<file path="src/rtl/g_or_reduce.sv">
// Pipelined FANIN-ary OR/NOR reduction tree, one register stage per level.
// Define G_OR_REDUCE_STICKY_EN to add the clearable sticky "any result" flag.
module g_or_reduce #(
    parameter int WIDTH = 16,
    parameter int FANIN = 4
) (
    input  logic             clk,
    input  logic             reset,
    input  logic             en,
    input  logic             in_valid,
    input  logic [WIDTH-1:0] in_data,
    input  logic             invert,
`ifdef G_OR_REDUCE_STICKY_EN
    input  logic             clear,
    output logic             sticky,
`endif
    output logic             out_valid,
    output logic             out
);

    function automatic int calc_levels(input int w, input int f);
        int lv;
        int cap;
        lv  = 1;
        cap = f;
        while (cap < w) begin
            cap = cap * f;
            lv  = lv + 1;
        end
        return lv;
    endfunction

    localparam int LEVELS = calc_levels(WIDTH, FANIN);
    localparam int NW     = (WIDTH + FANIN - 1) / FANIN;
    localparam int PW     = NW * FANIN;

    logic [NW-1:0]    data_q [LEVELS];
    logic [NW-1:0]    data_d [LEVELS];
    logic [WIDTH-1:0] lvl_in [LEVELS];
    logic             vld_in [LEVELS];
    logic             inv_in [LEVELS];
    logic             valid_q [LEVELS];
    logic             inv_q  [LEVELS];
    logic [PW-1:0]    pad;
    logic             out_q;
    logic             result_d;
    logic             final_load;

    always_comb begin
        lvl_in[0] = in_data;
        vld_in[0] = in_valid;
        inv_in[0] = invert;
        for (int l = 1; l < LEVELS; l++) begin
            lvl_in[l] = WIDTH'(data_q[l-1]);
            vld_in[l] = valid_q[l-1];
            inv_in[l] = inv_q[l-1];
        end
    end

    // Upper node slots are zero-padded, the OR identity
    always_comb begin
        pad = '0;
        for (int l = 0; l < LEVELS; l++) begin
            pad = PW'(lvl_in[l]);
            for (int i = 0; i < NW; i++) begin
                data_d[l][i] = |pad[i*FANIN +: FANIN];
            end
        end
    end

    assign result_d   = data_d[LEVELS-1][0] ^ inv_in[LEVELS-1];
    assign final_load = en & vld_in[LEVELS-1];

    always_ff @(posedge clk) begin
        if (reset) begin
            for (int l = 0; l < LEVELS; l++) begin
                valid_q[l] <= 1'b0;
                inv_q[l]   <= 1'b0;
                data_q[l]  <= '0;
            end
            out_q <= 1'b0;
        end else if (en) begin
            for (int l = 0; l < LEVELS; l++) begin
                valid_q[l] <= vld_in[l];
                inv_q[l]   <= inv_in[l];
                if (vld_in[l]) begin
                    data_q[l] <= data_d[l];
                end
            end
            if (vld_in[LEVELS-1]) begin
                out_q <= result_d;
            end
        end
    end

`ifdef G_OR_REDUCE_STICKY_EN
    logic sticky_q;

    // Clear acts even while stalled; a coincident result wins over clear
    always_ff @(posedge clk) begin
        if (reset) begin
            sticky_q <= 1'b0;
        end else begin
            sticky_q <= (clear ? 1'b0 : sticky_q) | (final_load & result_d);
        end
    end

    assign sticky = sticky_q;
`else
    logic unused_load;
    assign unused_load = final_load;
`endif

    assign out_valid = valid_q[LEVELS-1];
    assign out       = out_q;

endmodule

</file>
<file path="config.mk">
export PLATFORM = sky130hd
export DESIGN_NAME = g_or_reduce
export DESIGN_NICKNAME = d
export VERILOG_FILES = /design/src/rtl/g_or_reduce.sv
export SDC_FILE = /design/constraint.sdc
export NUM_CORES = 1
export LEC_CHECK = 0
export BUFFER_PORTS_ARGS = -buffer_cell sky130_fd_sc_hd__buf_2
export CORE_AREA = 2 2 39 41
export DETAILED_ROUTE_END_ITERATION = 10
export DIE_AREA = 0 0 41 43
export PLACE_DENSITY = 0.64
export SLEW_MARGIN = 20
export SYNTH_ARGS = -nofsm -noshare
export SYNTH_HDL_FRONTEND = slang
export SYNTH_SLANG_ARGS = --single-unit
</file>
<file path="constraint.sdc">
create_clock -name clk -period 2.9 [get_ports clk]
set_clock_uncertainty 0.05 [all_clocks]
set_input_delay 0.725 -clock clk [delete_from_list [all_inputs] [get_ports clk]]
set_output_delay 0.725 -clock clk [all_outputs]
set_load 0.05 [all_outputs]
</file>
Yosys cells after proc, flatten, opt, wreduce, memory -nomap -nowiden

Memory sizes are Yosys's and may differ from the RTL's.
Index checks and enable logic that the tools add are counted.

Bits in writable memories: 12
Register bits: 1
Logic and storage cells: 36
Memories: 3

Bitwise operators: 7
Reduce and logical (&&, ||, !) cells: 6
Muxes and demuxes: 19

Memories:

| name    | depth | width | read ports | clocked after memory_dff | write ports | line | source |
|---|---|---|---|---|---|---|---|
| data_q  | 2     | 4     | 1          | 0                        | 2           | 37   | `logic [NW-1:0] data_q [LEVELS];` |
| inv_q   | 2     | 1     | 1          | 0                        | 2           | 43   | `logic inv_q [LEVELS];` |
| valid_q | 2     | 1     | 2          | 0                        | 2           | 42   | `logic valid_q [LEVELS];` |

Operator list:

| cell                | number |
|---|---|
| OR reduction 4 bit  | 5 |
| two-way mux 1 bit   | 17 |
| two-way mux 4 bit   | 2 |
| bitwise OR 1 bit    | 6 |
| AND reduction 2 bit | 1 |
| XOR 1 bit           | 1 |

Logic depth before layout (Yosys ltp)

Gate-level depths: netlist of run 1.
An unclocked memory read counts as a cell.

Depth in word-level cells: 6
Gate-level depth with buffers: 3
Mapped depth without buffers: 3

Worst setup path before layout of run 1

Ideal clock, no wire load.

Path kind: input to register
Start point: input port en
End point: memory data_q[0][0] (netlist name) (enable)
Required time: 2.590 ns
Cell stages on the path: 3
Path slack: 1.283 ns
Buffers on the path: 0
Data arrival time: 1.307 ns
Cell sequence: nor2b_1 > and2_1 > or2_2

RTL lines:

| element     | line | source |
|---|---|---|
| from (decl) | 9    | `input logic en,` |
| to (decl)   | 37   |  |

==> results of run 1 <==
[worst max path at each step]
stage | start | endpoint | slack, ns | cells past startpoint
6_report | valid_q[0][1] | out_valid | 1.29 | 1
5_1_grt | out | out | 1.24 | 1
4_1_cts | valid_q[0][1] | out_valid | 1.27 | 1
3_5_place_dp | en | data_q[0][3] | 1.13 | 4
3_3_place_gp | en | data_q[0][3] | 1.15 | 4
2_1_floorplan | en | data_q[0][0] | 1.28 | 3
[Yosys cell counts]
library cell  number  share of area, %
inv_1              1               1.0
nor4_2             1               3.5
nor2b_1            1               1.7
or2_2              2               3.5
and2_1             3               5.2
dfxtp_1            1               5.6
and4b_2            1               3.1
nor4_1             5               8.7
nand2_1            1               1.0
a311o_1            1               2.8
o21ai_0            1               1.4
edfxtp_1           7                58
nor2_1             4               4.2
[logic make-up (layout without fill, tap and decap cells)]
logic type	after synthesis	after routing	share of synthesized area [%]
AO/OA/AOI/OAI	2	2	4.165
AND/OR/NAND/NOR	18	18	30.90
flip-flops	8	8	63.89
buffers and inverters	1	27	1.041
[final cells by class]
type / count / area, µm²
Timing Repair Buffer: 22 / 110.1
Clock buffer: 4 / 26.28
Tap cell: 16 / 20.02
Inverter: 1 / 3.754
Fill cell: 148 / 867.1
Multi-Input combinational cell: 20 / 126.4
Sequential cell: 8 / 230.2
[layer usage]
metal | up-vias | track usage [%]
li1 | 162 | -
met2 | 12 | 14.69
met5 | - | 0
met3 | 0 | 1.571
met1 | 148 | 9.000
met4 | 0 | 10.00
[sequential cells by signal, indices dropped and copies added (netlist names)]
name / cells
out: 1
valid_q: 2
inv_q: 1
data_q: 4
[power by group]
group	switching, µW	internal (µW)
Sequential	3.36	134
Combinational	17.9	16.5
Clock	36.3	52.5
[through the flow]
step	hold WS (ns)	setup slack (ns)	util (%)	area [µm²]
6_report	0.4399	1.294	37.34	516.7
5_1_grt	0.4763	1.245	37.34	516.7
3_3_place_gp	0.4262	1.146	35.44	490.5
4_1_cts	0.4519	1.271	37.34	516.7
2_1_floorplan	0.4936	1.283	-	360.3
3_5_place_dp	0.4394	1.129	35.44	490.5
==> metrics.yaml, run 1 <==
finish:
  syn_to_final_growth_pct: 43.40
  final_net_count: 77
  layout_commonest_cell: "buf_2"
  final_cells: 71
  layout_common_cells: "22 x buf_2, 7 x edfxtp_1, 5 x nor4_1, 4 x nor2_1"
  diodes: 0
  drive_above_1_share_pct: 52.73
timing:
  finalSetupTns_ns: 0
  hold_violations: 0
  setup-violations-final: 0
  rsz0062_at_grt: "false"
  slew_violations: 0
  relSlewSlack_pct: 70.51
  finalCriticalPeriod_ns: 1.606
  max_freq_ghz: 0.6228
  worst_pin_slew_ns: 0.4377
  finalCritPeriodShare_pct: 55.36
detailed_routing:
  vias: 322
  wl_per_cell_um: 9.155
  dr_wl_met2_um: 360
  drtPass1Iterations: 2
  wl_um: 650
  wl_met1_um: 258
  top_layer_used: "met3"
  drtIter0Drc: 3
  ant_nets: 0
  drc_errors: 0
  wl_met3_um: 31
  viasPerCell: 4.535
die:
  initial_core_util_pct: 26.04
  core-area_um2: 1384
  die_x_um: 41
  die_height_um: 43
  ios: 23
  rows: 14
  dieArea_um2: 1763
clock_network:
  root_buffer: "clkbuf_4"
  post_cts_resize_count: 0
  htree_levels: 1
  clk_pin_slew_ns: 0.05
  postCtsSetupBuffers: 0
  clk_latency_ns: 0.25
  hold_buffers: 0
  clockBufferDepth: 2
  cts_made_buffers: 3
  clock_sinks: 8
  cts_tree: "done"
critical_path:
  critPathLaunchType: "flop"
  max_stage_delay_ns: 0.36
  ff2ff_setup_slack_ns: 1.66
  worstReg2RegEnd: "out"
  cp.required_ns: 2.12
  arrival_ns: 0.83
  crit_buf_inv: 1
  crit_path_end_kind: "primary output"
  cp_top_family: "flip-flops"
  crit_path_cell_trace: "buf_2"
  path_class: "flop to primary output"
  cp_slowest_cell: "edfxtp_1"
  reg2reg_depth: 3
  reg2reg_from: "data_q[0][1]"
  cp_max_fo: 1
yosys:
  ys_types: 13
  yosysWarningCount: 0
  synth_area_per_cell_um2: 12.43
  mappedNetlistArea_um2: 360.3
  synth_nets: 50
  synth_seq_area_share_pct: 63.89
  syn_inst: 29
  synth-seq-cells: 8
placed_design:
  dp_cells: 67
  routabilityCongestion: 0.6406
  io_buffers: 22
min_path:
  hold_path.class: "flop to flop"
  hold_path_depth: 1
  hold_start: "out"
  worstHoldEndpoint: "out"
run:
  drv_cap: 0
global_routing:
  grt_pass1_vias: 314
  grt_pass1_wl_um: 1062
  grt_max_degree: 6
  grt_usage_pct: 9.340
  grt_antenna_before_repair: 0
  grt_overflow: 0
pwr:
  total_power_uw: 261.2
  p_leak_uw: 0.0002327
  peakVddDrop_uv: 146.9
  power_density_nw_per_um2: 505.4
outcome:
  status: "complete, no violations"
Note: power is estimated with default switching activity, not from simulation.
==> run 2: changes to the inputs <==
--- a/config.mk
+++ b/config.mk
@@ -5,11 +5,12 @@
 export SDC_FILE = /design/constraint.sdc
 export NUM_CORES = 1
 export LEC_CHECK = 0
+export ABC_AREA = 1
 export BUFFER_PORTS_ARGS = -buffer_cell sky130_fd_sc_hd__buf_2
 export CORE_AREA = 2 2 39 41
 export DETAILED_ROUTE_END_ITERATION = 10
 export DIE_AREA = 0 0 41 43
-export PLACE_DENSITY = 0.64
+export PLACE_DENSITY = 0.67
 export SLEW_MARGIN = 20
 export SYNTH_ARGS = -nofsm -noshare
 export SYNTH_HDL_FRONTEND = slang
==> constraint.sdc (replaced) <==
create_clock -name clk -period 1.58 [get_ports clk]
set_clock_uncertainty 0.05 [all_clocks]
set_input_delay 0.395 -clock clk [delete_from_list [all_inputs] [get_ports clk]]
set_output_delay 0.395 -clock clk [all_outputs]
set_load 0.05 [all_outputs]
==> run 2 against run 1 <==
Compared with the run above: register-to-register slack lost 1.1 ns; sequential share of layout area shrank 3.3 points; sequential cell count is the same; largest cell class unchanged; largest power group unchanged.
==> metrics.yaml, run 2 <==
finish:
  final_net_count: 90  # was 77
  final-seq-area_um2: 230.2  # unchanged
  multiInputGateArea_um2: 120.1  # was 126.4 µm²
  top_regs: "data_q (4), valid_q (2)"  # unchanged
  diodes: 0  # unchanged
  syn_to_final_growth_pct: 41.59  # was 43.40%
  final_util_pct: 40.33  # was 37.34%
  drive_above_1_share_pct: 45.59  # was 52.73%
  largest_reg_flops: 4  # unchanged
  top_register: "data_q"  # unchanged
  fillers: 140  # was 148
  layout_common_cells: "22 x buf_2, 10 x nor2_1, 7 x edfxtp_1, 6 x inv_1, 5 x nand2_1"  # was 22 x buf_2, 7 x edfxtp_1, 5 x nor4_1, 4 x nor2_1
  layout_commonest_cell: "buf_2"  # unchanged
critical_path:
  cp_max_fo: 2  # was 1
  crit_path_cell_trace: "buf_2"  # unchanged
  cp.required_ns: 1.13  # was 2.12 ns
  crit_cells: 1  # unchanged
  cp_slowest_cell: "dfxtp_1"  # was edfxtp_1
  critPathLaunchType: "flop"  # unchanged
  reg2reg_depth: 4  # was 3
  crit_buf_inv: 1  # unchanged
  path_class: "flop to primary output"  # unchanged
  crit_path_end_kind: "primary output"  # unchanged
  cp_top_family: "flip-flops"  # unchanged
  arrival_ns: 0.84  # was 0.83 ns
  max_stage_delay_ns: 0.33  # was 0.36 ns
global_routing:
  grt_pass1_vias: 324  # was 314
  grt_antenna_before_repair: 0  # unchanged
  grt_usage_pct: 9.888  # was 9.340%
  grt_max_degree: 6  # unchanged
  grt_overflow: 0  # unchanged
  grt_pass1_wl_um: 1131  # was 1062 µm
die:
  core-area_um2: 1384  # unchanged
  rows: 14  # unchanged
  die_height_um: 43  # unchanged
  dieArea_um2: 1763  # unchanged
  ios: 23  # unchanged
  initial_core_util_pct: 28.48  # was 26.04%
  die_x_um: 41  # unchanged
yosys:
  yosysWarningCount: 0  # unchanged
  synth.most_common_cell: "nor2_1"  # was edfxtp_1
  synth_seq_area_share_pct: 58.41  # was 63.89%
  synthFlopType: "edfxtp_1"  # unchanged
  synth-seq-cells: 8  # unchanged
  synth_edf_count: 7  # unchanged
  netlist.area_leader.share_pct: 53.33  # was 58.33%
  synthTopCellsByCount: "10 x nor2_1, 7 x edfxtp_1, 6 x inv_1, 5 x nand2_1, 4 x nor4_1"  # was 7 x edfxtp_1, 5 x nor4_1, 4 x nor2_1, 3 x and2_1, 2 x or2_2
  syn_inst: 41  # was 29
  ys_types: 12  # was 13
  synth_area_leaders: "edfxtp_1 53%, nor2_1 9.5%, nor4_1 6.3%"  # was edfxtp_1 58%, nor4_1 8.7%, dfxtp_1 5.6%
  mappedNetlistArea_um2: 394.1  # was 360.3 µm²
  synthArstFlopShare_pct: 0  # unchanged
  yosysTopAreaCell: "edfxtp_1"  # unchanged
  synth_nets: 62  # was 50
  synth_area_per_cell_um2: 9.613  # was 12.43 µm²
placed_design:
  post-dp-hpwl_um: 604.6
  io_buffers: 22  # unchanged
  routabilityCongestion: 0.7750  # was 0.6406
clock_network:
  clk_pin_slew_ns: 0.06  # was 0.05 ns
  post_cts_resize_count: 0  # unchanged
  htree_levels: 1  # unchanged
  clk_latency_ns: 0.25  # about the same
  hold_buffers: 0  # unchanged
  cts_made_buffers: 3  # unchanged
  cts_tree: "done"  # unchanged
  postCtsSetupBuffers: 0  # unchanged
  clockBufferDepth: 2  # unchanged
  root_buffer: "clkbuf_4"  # unchanged
  clock_sinks: 8  # unchanged
pwr:
  switching_share_pct: 23.60  # was 22.06%
  power_frac_clock_pct: 33.1  # was 34.0%
  p_switching_uw: 118.4  # was 57.61 µW
  peakVddDrop_uv: 356.8  # was 146.9 µV
  seqPwrFrac_pct: 50.5  # was 52.8%
  p_leak_uw: 0.0002860  # was 0.0002327 µW
  combPwrFrac_pct: 16.4  # was 13.2%
  power_density_nw_per_um2: 899.1  # was 505.4 nW/µm²
  p_int_uw: 383.4  # was 203.6 µW
timing:
  finalSetupTns_ns: 0  # unchanged
  hold_violations: 0  # unchanged
  worst_pin_slew_ns: 0.2696  # was 0.4377 ns
  rsz0062_at_grt: "false"  # unchanged
  finalCriticalPeriod_ns: 1.284
  max_freq_ghz: 0.7787
  setup-violations-final: 0  # unchanged
  relSlewSlack_pct: 81.86  # was 70.51%
  finalCritPeriodShare_pct: 81.28
  slew_violations: 0  # unchanged
detailed_routing:
  vias: 349  # was 322
  drtPass1Iterations: 2  # unchanged
  ant_nets: 0  # unchanged
  viasPerCell: 4.155  # was 4.535
  wl_um: 699  # was 650 µm
  wl_per_cell_um: 8.321  # was 9.155 µm
  drc_errors: 0  # unchanged
  drtIter0Drc: 3  # unchanged
min_path:
  hold_path.class: "input pin to flop"  # was flop to flop
  hold_path_depth: 3  # was 1
run:
  drv_cap: 0  # unchanged
outcome:
  status: "complete, no violations"  # unchanged
-- run 2: cell count changes in the layout (fill, tap and decap cells not counted), moves of 2 or more --
| cell | previous run | this run |
|---|---|---|
| or2_2 | 2 | 0 |
| nor2_1 | 4 | 10 |
| nand2_1 | 1 | 5 |
| inv_1 | 1 | 6 |
| nand3_1 | 0 | 2 |
| and2_1 | 3 | 0 |
| nor2_2 | 0 | 2 |
-- run 2: per-stage QoR --
stage / cells / hold slack (ns) / total power, µW / instance area [µm²] / worst slack [ns]
2_1_floorplan: 41 / 0.4931 / 304.2 / 394.1 / 0.2658
3_3_place_gp: 80 / 0.4946 / 339.0 / 531.8 / 0.3147
3_5_place_dp: 80 / 0.5262 / 341.3 / 531.8 / 0.3141
4_1_cts: 84 / 0.3778 / 507.7 / 558.0 / 0.2778
5_1_grt: 84 / 0.4104 / 529.0 / 558.0 / 0.2476
6_report: 84 / 0.3858 / 501.7 / 558.0 / 0.2958
-- run 2: cell families (layout without fill, tap and decap cells) --
logic type / Yosys count / in the layout / synth area share, %
buffers and inverters: 8 / 35 / 11.11
AOI/OAI and AO/OA: 1 / 1 / 1.269
and+or+nand+nor: 24 / 24 / 29.21
DFF: 8 / 8 / 58.41
-- run 2: worst register-to-register path, stage by stage (launching register included) --
cell and delay, ns:
edfxtp_1 0.36, nand2_1 0.10, nor2_1 0.07, nor2_2 0.17, nor2_1 0.07
-- run 2: area by class of cell --
| class | instances | area share [%] |
|---|---|---|
| Clock buffer | 4 | 4.709 |
| Inverter | 8 | 7.848 |
| Multi-Input combinational cell | 25 | 21.52 |
| Sequential cell | 8 | 41.26 |
| Tap cell | 16 | 3.587 |
| Timing Repair Buffer | 23 | 21.08 |
-- run 2: per-layer routing --
| metal | wire length [µm] | vias up | track usage [%] |
|---|---|---|---|
| li1 | - | 189 | - |
| met1 | 275 | 148 | 10.14 |
| met2 | 380 | 12 | 15.31 |
| met3 | 43 | 0 | 3.141 |
| met4 | 0 | 0 | 8.000 |
| met5 | 0 | - | 0 |
-- run 2: power by group through the flow --
stage | combinational [µW] | sequential [µW] | clock, µW
4_1_cts | 83.3 | 254 | 170
6_report | 82.1 | 254 | 166
2_1_floorplan | 34.7 | 270 | 0
3_5_place_dp | 83.0 | 258 | 0
5_1_grt | 92.4 | 256 | 181
3_3_place_gp | 81.4 | 258 | 0
-- run 2: path summary, 6_finish.rpt --
kind / startpoint / endpoint / slack, ns
worst max register to register: valid_q[0][0] / data_q[0][2] / 0.52
worst max-delay path: out / out / 0.30
worst min-delay path: in_data[2] / data_q[0][0] / 0.39
worst min register to register: out / out / 0.53
